--- config.mk ---
export PLATFORM = sky130hd
export DESIGN_NAME = stonyman_roi_capture
export DESIGN_NICKNAME = d
export VERILOG_FILES = /design/src/rtl/stonyman_roi_capture.sv
export SDC_FILE = /design/constraint.sdc
export NUM_CORES = 1
export LEC_CHECK = 0
export BUFFER_PORTS_ARGS = -buffer_cell sky130_fd_sc_hd__buf_2
export CAP_MARGIN = 0
export CORE_ASPECT_RATIO = 0.9
export CORE_MARGIN = 8
export CORE_UTILIZATION = 51
export CTS_BUF_LIST = sky130_fd_sc_hd__clkbuf_8
export DETAILED_ROUTE_END_ITERATION = 8
export PLACE_DENSITY = 0.69
export SYNTH_ARGS = -nofsm -noshare
export SYNTH_HDL_FRONTEND = slang
export SYNTH_SLANG_ARGS = --single-unit
export TNS_END_PERCENT = 1
--- constraint.sdc ---
create_clock -name clk -period 5.4 [get_ports clk]
set_clock_uncertainty 0.2 [all_clocks]
set_input_delay 0.27 -clock clk [delete_from_list [all_inputs] [get_ports clk]]
set_output_delay 0.27 -clock clk [all_outputs]
set_load 0.05 [all_outputs]
--- src/rtl/stonyman_roi_capture.sv ---
// Stonyman sequencer with SPI ADC capture and valid/ready pixel stream.
// Supports runtime ROI, subsample step, single-shot and continuous frames.
module stonyman_roi_capture #(
  parameter int ARRAY_ROWS = 112,
  parameter int ARRAY_COLS = 112,
  parameter int ADDR_W     = 7,
  parameter int STEP_W     = 3,
  parameter int PULSE_CYC  = 2,
  parameter int SETTLE_CYC = 16,
  parameter int SCLK_HALF  = 2,
  parameter int ADC_FRAME  = 16,
  parameter int ADC_BITS   = 10
) (
  input  logic                clk,
  input  logic                reset,
  input  logic                start,
  input  logic                continuous,
  input  logic [ADDR_W-1:0]   cfg_row_start,
  input  logic [ADDR_W-1:0]   cfg_col_start,
  input  logic [ADDR_W-1:0]   cfg_rows,
  input  logic [ADDR_W-1:0]   cfg_cols,
  input  logic [STEP_W-1:0]   cfg_step,
  output logic                resp,
  output logic                incp,
  output logic                resv,
  output logic                incv,
  output logic                inphi,
  output logic                cs,
  output logic                sclk,
  input  logic                miso,
  output logic [ADC_BITS-1:0] pixel_data,
  output logic                pixel_valid,
  input  logic                pixel_ready,
  output logic                pixel_sof,
  output logic                pixel_eol,
  output logic                busy,
  output logic                frame_done,
  output logic                cfg_err,
  output logic [3:0]          tp_state
);

  localparam int W  = ADDR_W + STEP_W + 1;
  localparam int HL = 2 * ADC_FRAME + 1;
  localparam int HW = $clog2(HL + 1);
  localparam logic [15:0] P_HI  = 16'(PULSE_CYC);
  localparam logic [15:0] P_END = 16'(2 * PULSE_CYC - 1);
  localparam logic [15:0] S_END = 16'(SETTLE_CYC - 1);
  localparam logic [15:0] H_END = 16'(SCLK_HALF - 1);
  localparam logic [ADDR_W-1:0] ONE = ADDR_W'(1);

  typedef enum logic [3:0] {
    IDLE     = 4'd0,
    CHECK    = 4'd1,
    PROG_ROW = 4'd2,
    PROG_COL = 4'd3,
    SETTLE   = 4'd4,
    HOLD     = 4'd5,
    CONV     = 4'd6,
    EMIT     = 4'd7,
    NEXT_COL = 4'd8,
    DONE     = 4'd9
  } state_t;

  state_t state, state_n;
  logic [15:0] tmr, tmr_n;
  logic [1:0] sub, sub_n;
  logic [ADDR_W-1:0] cnt, cnt_n;
  logic [ADDR_W-1:0] r, r_n, c, c_n;
  logic [ADDR_W-1:0] ri, ri_n, ci, ci_n;
  logic [HW-1:0] hc, hc_n;
  logic [ADC_BITS-1:0] sr, sr_n, pix, pix_n;
  logic [ADDR_W-1:0] col0_q, rows_q, cols_q;
  logic [STEP_W-1:0] step_q;
  logic [W-1:0] row_end, col_end;
  logic bad;
  logic [ADDR_W-1:0] need;
  logic [4:0] sel;
  logic hi, pdone;

  // Last addressed row/col computed wide so large counts cannot wrap.
  always_comb begin
    row_end = W'(cfg_row_start)
            + W'(cfg_rows - ONE) * W'(cfg_step);
    col_end = W'(cfg_col_start)
            + W'(cfg_cols - ONE) * W'(cfg_step);
    bad = (cfg_rows == '0) || (cfg_cols == '0)
       || (cfg_step == '0)
       || (row_end >= W'(ARRAY_ROWS))
       || (col_end >= W'(ARRAY_COLS));
  end

  // sel order: resp, incp, resv, incv, inphi
  always_comb begin
    need = '0;
    sel  = '0;
    case (state)
      PROG_ROW: begin
        case (sub)
          2'd0: begin sel = 5'b10000; need = ONE; end
          2'd1: begin sel = 5'b01000; need = ONE; end
          2'd2: begin sel = 5'b00100; need = ONE; end
          default: begin sel = 5'b00010; need = r; end
        endcase
      end
      PROG_COL: begin
        case (sub)
          2'd0: begin sel = 5'b10000; need = ONE; end
          2'd1: begin sel = 5'b00100; need = ONE; end
          default: begin sel = 5'b00010; need = c; end
        endcase
      end
      NEXT_COL: begin
        sel  = 5'b00010;
        need = ADDR_W'(step_q);
      end
      HOLD: begin
        sel  = 5'b00001;
        need = ONE;
      end
      default: ;
    endcase
    hi    = (need != '0) && (tmr < P_HI);
    pdone = (need == '0)
         || ((tmr == P_END) && (cnt == need - ONE));
  end

  always_comb begin
    state_n = state;
    tmr_n   = tmr;
    sub_n   = sub;
    cnt_n   = cnt;
    hc_n    = hc;
    r_n     = r;
    c_n     = c;
    ri_n    = ri;
    ci_n    = ci;
    sr_n    = sr;
    pix_n   = pix;
    if (state inside {PROG_ROW, PROG_COL, NEXT_COL, HOLD}) begin
      if (need != '0) begin
        if (tmr == P_END) begin
          tmr_n = '0;
          cnt_n = cnt + ONE;
        end else begin
          tmr_n = tmr + 16'd1;
        end
      end
      if (pdone) begin
        tmr_n = '0;
        cnt_n = '0;
        sub_n = sub + 2'd1;
      end
    end
    case (state)
      IDLE: if (start) state_n = CHECK;
      CHECK: begin
        if (bad) begin
          state_n = IDLE;
        end else begin
          state_n = PROG_ROW;
          r_n  = cfg_row_start;
          c_n  = cfg_col_start;
          ri_n = '0;
          ci_n = '0;
        end
      end
      PROG_ROW: if (pdone && sub == 2'd3) state_n = PROG_COL;
      PROG_COL: if (pdone && sub == 2'd2) state_n = SETTLE;
      NEXT_COL: if (pdone) state_n = SETTLE;
      SETTLE: begin
        if (tmr == S_END) state_n = HOLD;
        else tmr_n = tmr + 16'd1;
      end
      HOLD: if (pdone) state_n = CONV;
      CONV: begin
        if (tmr != H_END) begin
          tmr_n = tmr + 16'd1;
        end else begin
          tmr_n = '0;
          if (hc == HW'(HL)) begin
            pix_n   = sr;
            state_n = EMIT;
          end else begin
            hc_n = hc + HW'(1);
            // odd -> even half is the sclk rising edge
            if (hc[0]) sr_n = {sr[ADC_BITS-2:0], miso};
          end
        end
      end
      EMIT: begin
        if (pixel_ready) begin
          if (ci != cols_q - ONE) begin
            ci_n    = ci + ONE;
            c_n     = c + ADDR_W'(step_q);
            state_n = NEXT_COL;
          end else if (ri != rows_q - ONE) begin
            ri_n    = ri + ONE;
            r_n     = r + ADDR_W'(step_q);
            ci_n    = '0;
            c_n     = col0_q;
            state_n = PROG_ROW;
          end else begin
            state_n = DONE;
          end
        end
      end
      DONE: state_n = continuous ? CHECK : IDLE;
      default: state_n = IDLE;
    endcase
    if (state_n != state) begin
      tmr_n = '0;
      cnt_n = '0;
      sub_n = '0;
      hc_n  = '0;
    end
  end

  always_ff @(posedge clk) begin
    if (!reset) begin
      state  <= IDLE;
      tmr    <= '0;
      sub    <= '0;
      cnt    <= '0;
      hc     <= '0;
      r      <= '0;
      c      <= '0;
      ri     <= '0;
      ci     <= '0;
      sr     <= '0;
      pix    <= '0;
      col0_q <= '0;
      rows_q <= '0;
      cols_q <= '0;
      step_q <= '0;
    end else begin
      state <= state_n;
      tmr   <= tmr_n;
      sub   <= sub_n;
      cnt   <= cnt_n;
      hc    <= hc_n;
      r     <= r_n;
      c     <= c_n;
      ri    <= ri_n;
      ci    <= ci_n;
      sr    <= sr_n;
      pix   <= pix_n;
      if (state == CHECK) begin
        col0_q <= cfg_col_start;
        rows_q <= cfg_rows;
        cols_q <= cfg_cols;
        step_q <= cfg_step;
      end
    end
  end

  assign {resp, incp, resv, incv, inphi} = hi ? sel : 5'b0;
  assign sclk = (state == CONV) && (hc != '0) && !hc[0];
  assign cs   = !((state == CONV) && (hc != HW'(HL)));
  assign pixel_valid = (state == EMIT);
  assign pixel_sof   = pixel_valid && (ri == '0) && (ci == '0);
  assign pixel_eol   = pixel_valid && (ci == cols_q - ONE);
  assign pixel_data  = pix;
  assign cfg_err     = (state == CHECK) && bad;
  assign busy        = (state != IDLE) && !cfg_err;
  assign frame_done  = (state == DONE);
  assign tp_state    = state;

endmodule

# [Yosys cells after proc, flatten, opt, wreduce, memory -nomap -nowiden]
# Cells that the tools add are included.
# W data, S select, Z words.
[word_totals] inputBits=37 ff_bits=107 out_inout_bits=27 elab_cells=160
[classes] add_sub_neg=15 n_mul=2 order_cmp=3 reduce_logical=45 n_bitwise=3 eq_ne=27 muxes=50
[op_table] operator="$mux W7" count=20
[op_table] operator="$mux W16" count=6
[op_table] operator="$pmux W7 S2" count=4
[op_table] operator="$mux W4" count=11
[op_table] operator="$pmux W4 S10" count=1
[op_table] operator="$logic_not A7 Y1" count=5
[op_table] operator="$pmux W16 S2" count=1
[op_table] operator="$pmux W7 S4" count=1
[op_table] operator="$add A7 B11 Y11" count=2
[op_table] operator="$ge A11 B7 Y1 const B" count=2
[op_table] operator="$mul A8 B4 Y11" count=2
[op_table] operator="$add A7 B1 Y7 const B" count=3
[op_table] operator="$sub A7 B1 Y7 const B" count=3
[op_table] operator="$pmux W5 S4" count=1
[op_table] operator="$add A16 B1 Y16 const B" count=1
[op_table] operator="$eq A16 B2 Y1 const B" count=1
[op_table] operator="$eq A16 B4 Y1 const B" count=1
[op_table] operator="$eq A4 B3 Y1 const B" count=4
[op_table] operator="$lt A16 B2 Y1 const B" count=1
[op_table] operator="$ne A16 B1 Y1 const B" count=1
[op_table] operator="$sub A7 B1 Y8 const B" count=2
[op_table] operator="$pmux W5 S3" count=1
[op_table] operator="$add A7 B3 Y7" count=2
[op_table] operator="$eq A7 B7 Y1" count=2
[op_table] operator="other kinds (35)" count=67

# [Depth between registers and ports, before layout]
[depth] depth_word=13 ltp_mapped=22 ltp_nobuf=20

# [Worst setup path after synthesis]
# No wires, ideal clock.
[synth_path] path_kind="input port to flip-flop" startpoint="in cfg_cols[0]" endpoint="reg ri[5]" n_path_buf=1 path_stages=21 setup_time_ps=70 arrival_ps=5107 t_required_ps=5130 slack_ps=23 path_cell_list="inv_1 ha_1 nand2_1 xor2_1 nor2b_1 ha_1 fa_1 inv_1 fa_1 inv_1 ha_1 nor3b_1 or4_1 a221oi_2 o311ai_1 or4_4 nor4_4 o2bb2a_4 buf_6 or4_1 a21oi_1"
[synth_via] elab_chain_cells=7 word_cells_on_any_way=11 cone_classes="2 x add/sub; 1 x mul; 1 x order compare; 1 x eq/ne; 6 x reduce/logical"
[synth_lines] element="start: declaration" line_no="21" rtl="input logic [ADDR_W-1:0] cfg_cols,"
[synth_lines] element="$sub A7 B1 Y8 or $logic_not A7 Y1 (tied branches)" line_no="85, 86"
[synth_lines] element="$mul A8 B4 Y11 or $logic_or A1 B1 Y1 (tied branches)" line_no="85, 86"
[synth_lines] element="$add A7 B11 Y11 or $logic_or A1 B1 Y1 (tied branches)" line_no="85, 87"
[synth_lines] element="$ge A11 B7 Y1 or $logic_or A1 B1 Y1 (tied branches)" line_no="89, 88"
[synth_lines] element="$logic_or A1 B1 Y1 (*)" line_no="89" rtl="|| (col_end >= W'(ARRAY_COLS));"
[synth_lines] element="$ne A2 B2 Y1 (no line) (*)"
[synth_lines] element="$reduce_and A5 Y1 (no line) (*)"
[synth_lines] element="end signal: assignment" line_no="243" rtl="ri <= ri_n;"
[synth_lines] element="end: declaration" line_no="69" rtl="logic [ADDR_W-1:0] ri, ri_n, ci, ci_n;"
# Mark *: on every way between the ends. The rest lies on a longest branch, timed or not.
# A chain may end at the register's enable or synchronous reset.

# [Worst setup path after layout]
[layout_path] startpoint="in cfg_cols[0]" endpoint="out busy"
[layout_via] elab_chain_cells=8 word_cells_on_any_way=12 cone_classes="2 x add/sub; 1 x mul; 1 x order compare; 8 x reduce/logical"
[layout_lines] element="$sub A7 B1 Y8 or $logic_not A7 Y1 (tied branches)" line_no="85, 86"
[layout_lines] element="$mul A8 B4 Y11 or $logic_or A1 B1 Y1 (tied branches)" line_no="85, 86"
[layout_lines] element="$add A7 B11 Y11 or $logic_or A1 B1 Y1 (tied branches)" line_no="85, 87"
[layout_lines] element="$ge A11 B7 Y1 or $logic_or A1 B1 Y1 (tied branches)" line_no="89, 88"
[layout_lines] element="$logic_or A1 B1 Y1 (*)" line_no="89"
[layout_lines] element="$logic_and A1 B1 Y1 (*)" line_no="263" rtl="assign cfg_err = (state == CHECK) && bad;"
[layout_lines] element="$logic_not A1 Y1 (*)" line_no="264" rtl="assign busy = (state != IDLE) && !cfg_err;"
[layout_lines] element="$logic_and A1 B1 Y1 (*)" line_no="264"
[layout_lines] element="end: declaration" line_no="36" rtl="output logic busy,"
# Marks and branches as above.

==> results.json <==
{
  "place.port_buffers": 63,
  "place_area_sq_um": 9570,
  "setup_viol_count_final": 0,
  "syn2layout_area_growth_pct": 15.87,
  "tightest_slew_ns": 1.149,
  "h-tree-depth": 3,
  "synthArstFlopShare_pct": 0,
  "hold_viol": 0,
  "rsz0062_at_grt": "yes",
  "multiInputGateArea_sq_um": 6198,
  "clk_latency_ns": 0.40,
  "p_clk_share_pct": 24.4,
  "track_usage_pct": 20.78,
  "initial_utilization_pct": 51.99,
  "firstDrtPassIters": 6,
  "die_h_microns": 140.3,
  "muxShareOfSynthArea_pct": 2.974,
  "synth_edf_count": 0,
  "ys_types": 69,
  "wl_met2_mm": 9.891,
  "synthXorXnorAreaFrac_pct": 6.719,
  "viasPerCell": 5.659,
  "synthCells": 1114,
  "wl_per_cell_microns": 15.65,
  "final_max_slew_viol_count": 0,
  "syn_nets": 1255,
  "avgSynthCellArea_sq_um": 7.857,
  "grt_pass1_vias": 7609,
  "yosysSeqAreaShare_pct": 24.47,
  "antenna_found_initial": 0,
  "ctsLongestPathBuffers": 2,
  "grt_overflow": 0,
  "min_path_type": "input pin to flop",
  "synth_top_family_by_area": "simple AND/OR/NAND/NOR gates",
  "grt_max_degree": 67,
  "cts_root_buffer": "clkbuf_8",
  "drtIter0Drc": 441,
  "drcViolationCount": 0,
  "fin_crit_ns": 5.389,
  "finalNetCount": 1354,
  "synthSimpleGateAreaFrac_pct": 25.60,
  "crit_path_end_kind": "output pin",
  "wl_met1_mm": 10.95,
  "top_layer": "met4",
  "ios": 64,
  "power_frac_seq_pct": 39.5,
  "netlist_area_sq_um": 8752,
  "worstPathMaxFanout": 4,
  "gp_congestion": 0.8884,
  "switchingPower_uw": 750.6,
  "power.total_uw": 2095,
  "final_area_sq_um": 10140,
  "maxCapViolations": 0,
  "worstSetupPathType": "input pin to output pin",
  "drt-total-wl_mm": 22.37,
  "numCtsBuffers": 9,
  "vias": 8086,
  "rows": 45,
  "ys_seq_elements": 107,
  "synthFlopType": "dfxtp_1",
  "vdd_drop_max_v": 0.0001575,
  "powerDensity_nw_per_um2": 206.6,
  "swShare_pct": 35.83,
  "dr_wl_met3_mm": 1.220,
  "fill_cells": 1544,
  "cts_tree": "yes",
  "period_share_pct": 99.79,
  "fmax_mhz": 185.6,
  "antenna_left": 0,
  "required_ns": 4.93,
  "cp-start-kind": "input pin",
  "arrival_ns": 4.92,
  "relSlewSlack_pct": 23.39,
  "internal_power_uw": 1344,
  "ys_warn_count": 0,
  "combPwrFrac_pct": 36.1,
  "core_area_sq_um": 16830,
  "path_clk_slew_ns": 0.11,
  "grt_pass1_wl_mm": 37.55,
  "drive_above_1_share_pct": 14.37,
  "dp_hpwl_mm": 17.01,
  "seq_area_sq_um": 2142,
  "synth-compound-area-share_pct": 16.35,
  "antennaDiodeCount": 0,
  "die_area_sq_um": 21610,
  "leakage_uw": 0.004392,
  "cts_sinks": 107,
  "die_x_microns": 154.1,
  "status": "complete, no violations",
  "synthAdderAreaFrac_pct": 17.27,
  "r2r_slack_ns": 0.94
}
## power by group through the flow
stage,logic (uW),clock network (uW),registers [uW]
after floorplan,488,0,838
after global placement,683,0,845
after detailed placement,696,0,845
after CTS,711,523,827
after global routing,849,556,831
final,757,510,827
## repair_timing
| action | CTS | global route |
|---|---|---|
| pin swaps | 0 | 22 |
| endpoints found under the hold margin | 14 | 0 |
| hold buffers | 14 | 0 |
| setup endpoints to repair | 2 | 3 |
| setup buffers | 0 | 4 |
| resized for setup | 4 | 41 |
## cells by family after synthesis
logic type / Yosys count
fa+ha+maj: 104
xor+xnor: 64
buf+inv: 151
flops: 107
mux: 26
simple gates: 438
compound gates: 224
## registers in the layout, summed over array words and instances (netlist names)
register,flops
tmr,16
tp_state,4
col0_q,7
sr,10
r,7
sub,2
ri,7
cols_q,7
rows_q,7
cnt,7
c,7
ci,7
hc,6
step_q,3
pixel_data,10
## layout make-up
type / instances / area share, %
clock buffers: 9 / 1.221
flip-flops and latches: 107 / 21.12
inverters: 103 / 3.837
multi-input cells: 856 / 61.12
clock inverters: 7 / 0.7526
well taps: 211 / 2.603
repair buffers: 136 / 9.340
## Yosys cell counts (7+ instances only)
cell,instances,area [sq um]
ha_1,76,950.9
xnor2_1,35,306.5
dfxtp_1,107,2142
nor2b_1,46,287.8
and3_1,12,75.07
mux2i_1,26,260.3
nand3_1,46,230.2
inv_1,102,382.9
and2_1,12,75.07
xor2_1,27,236.5
nor2_1,84,315.3
or4_1,10,75.07
o211ai_1,8,60.06
nor3_1,35,175.2
o21a_1,8,60.06
or3_1,15,93.84
nor3b_1,12,90.09
fa_1,28,560.5
nand3b_1,7,52.55
clkbuf_1,42,157.7
nand2b_1,12,75.07
a21o_1,8,60.06
a211oi_1,9,67.56
a21oi_1,94,470.5
a31oi_1,9,56.30
o21ai_0,34,170.2
nor4_1,11,68.82
nand2_1,115,431.7
## worst max-delay path, stage by stage
cell and delay [ns]:
buf_6 0.10, inv_2 0.05, ha_4 0.15, nand2_1 0.08
xor2_1 0.21, nor2b_1 0.09, ha_1 0.32, fa_1 0.51
inv_1 0.05, fa_1 0.50, inv_2 0.05, ha_4 0.26
nor3b_1 0.04, or4_1 0.53, a221oi_2 0.22, o311ai_2 0.14
or4_4 0.54, nor4_4 0.22, buf_4 0.18, buf_6 0.10
a211o_1 0.15, buf_6 0.17
## metal layers
metal,vias up,global-route usage [%]
li1,4044,-
met1,3819,29.35
met2,199,32.02
met3,24,3.936
met4,0,4.946
met5,-,0
## through the flow
step / setup slack, ns / std cells / TNS (ns) / hold slack (ns) / util, %
after floorplan: 0.02318 / 1114 / 0 / 0.2060 / -
after global placement: -0.08734 / 1395 / -0.3933 / 0.2437 / 56.85
after detailed placement: -0.1599 / 1395 / -1.524 / 0.2475 / 56.85
after CTS: 0.004913 / 1425 / 0 / 0.007264 / 58.97
after global routing: -0.1140 / 1429 / -0.2477 / 0.03130 / 60.24
final: 0.01118 / 1429 / 0 / 0.02717 / 60.24
## placed cells by master, fill, tap and decap left out, drive strengths merged, types with 5 or more instances in the layout
master	Yosys	layout
o32ai	6	6
nor3	35	35
mux2i	26	26
a21o	8	8
nor2	84	84
nor4	12	12
fa	28	28
and2	12	12
o21a	8	8
o21ai	34	34
nand4	5	5
o31ai	6	6
a21oi	94	94
nand3b	7	7
clkbuf	42	9
dlygate4sd3	0	14
dfxtp	107	107
or4	11	11
nand2	115	115
or3	15	15
nor2b	46	46
buf	6	122
nand3	46	46
xnor2	35	35
and3	12	12
nor3b	12	12
inv	102	106
xor2	27	27
ha	76	76
a211oi	9	9
nand2b	12	12
a211o	5	5
a31oi	9	9
o211ai	8	8
## path summary, 6_finish.rpt
kind / from / depth (start not counted) / endpoint
worst max register to register: tp_state[3] / 14 / cnt[6]
worst min register to register: col0_q[3] / 2 / col0_q[3]
worst min-delay path: cfg_cols[6] / 3 / cols_q[6]
worst max-delay path: cfg_cols[0] / 22 / busy
Note: power is estimated with default switching activity, not from simulation.
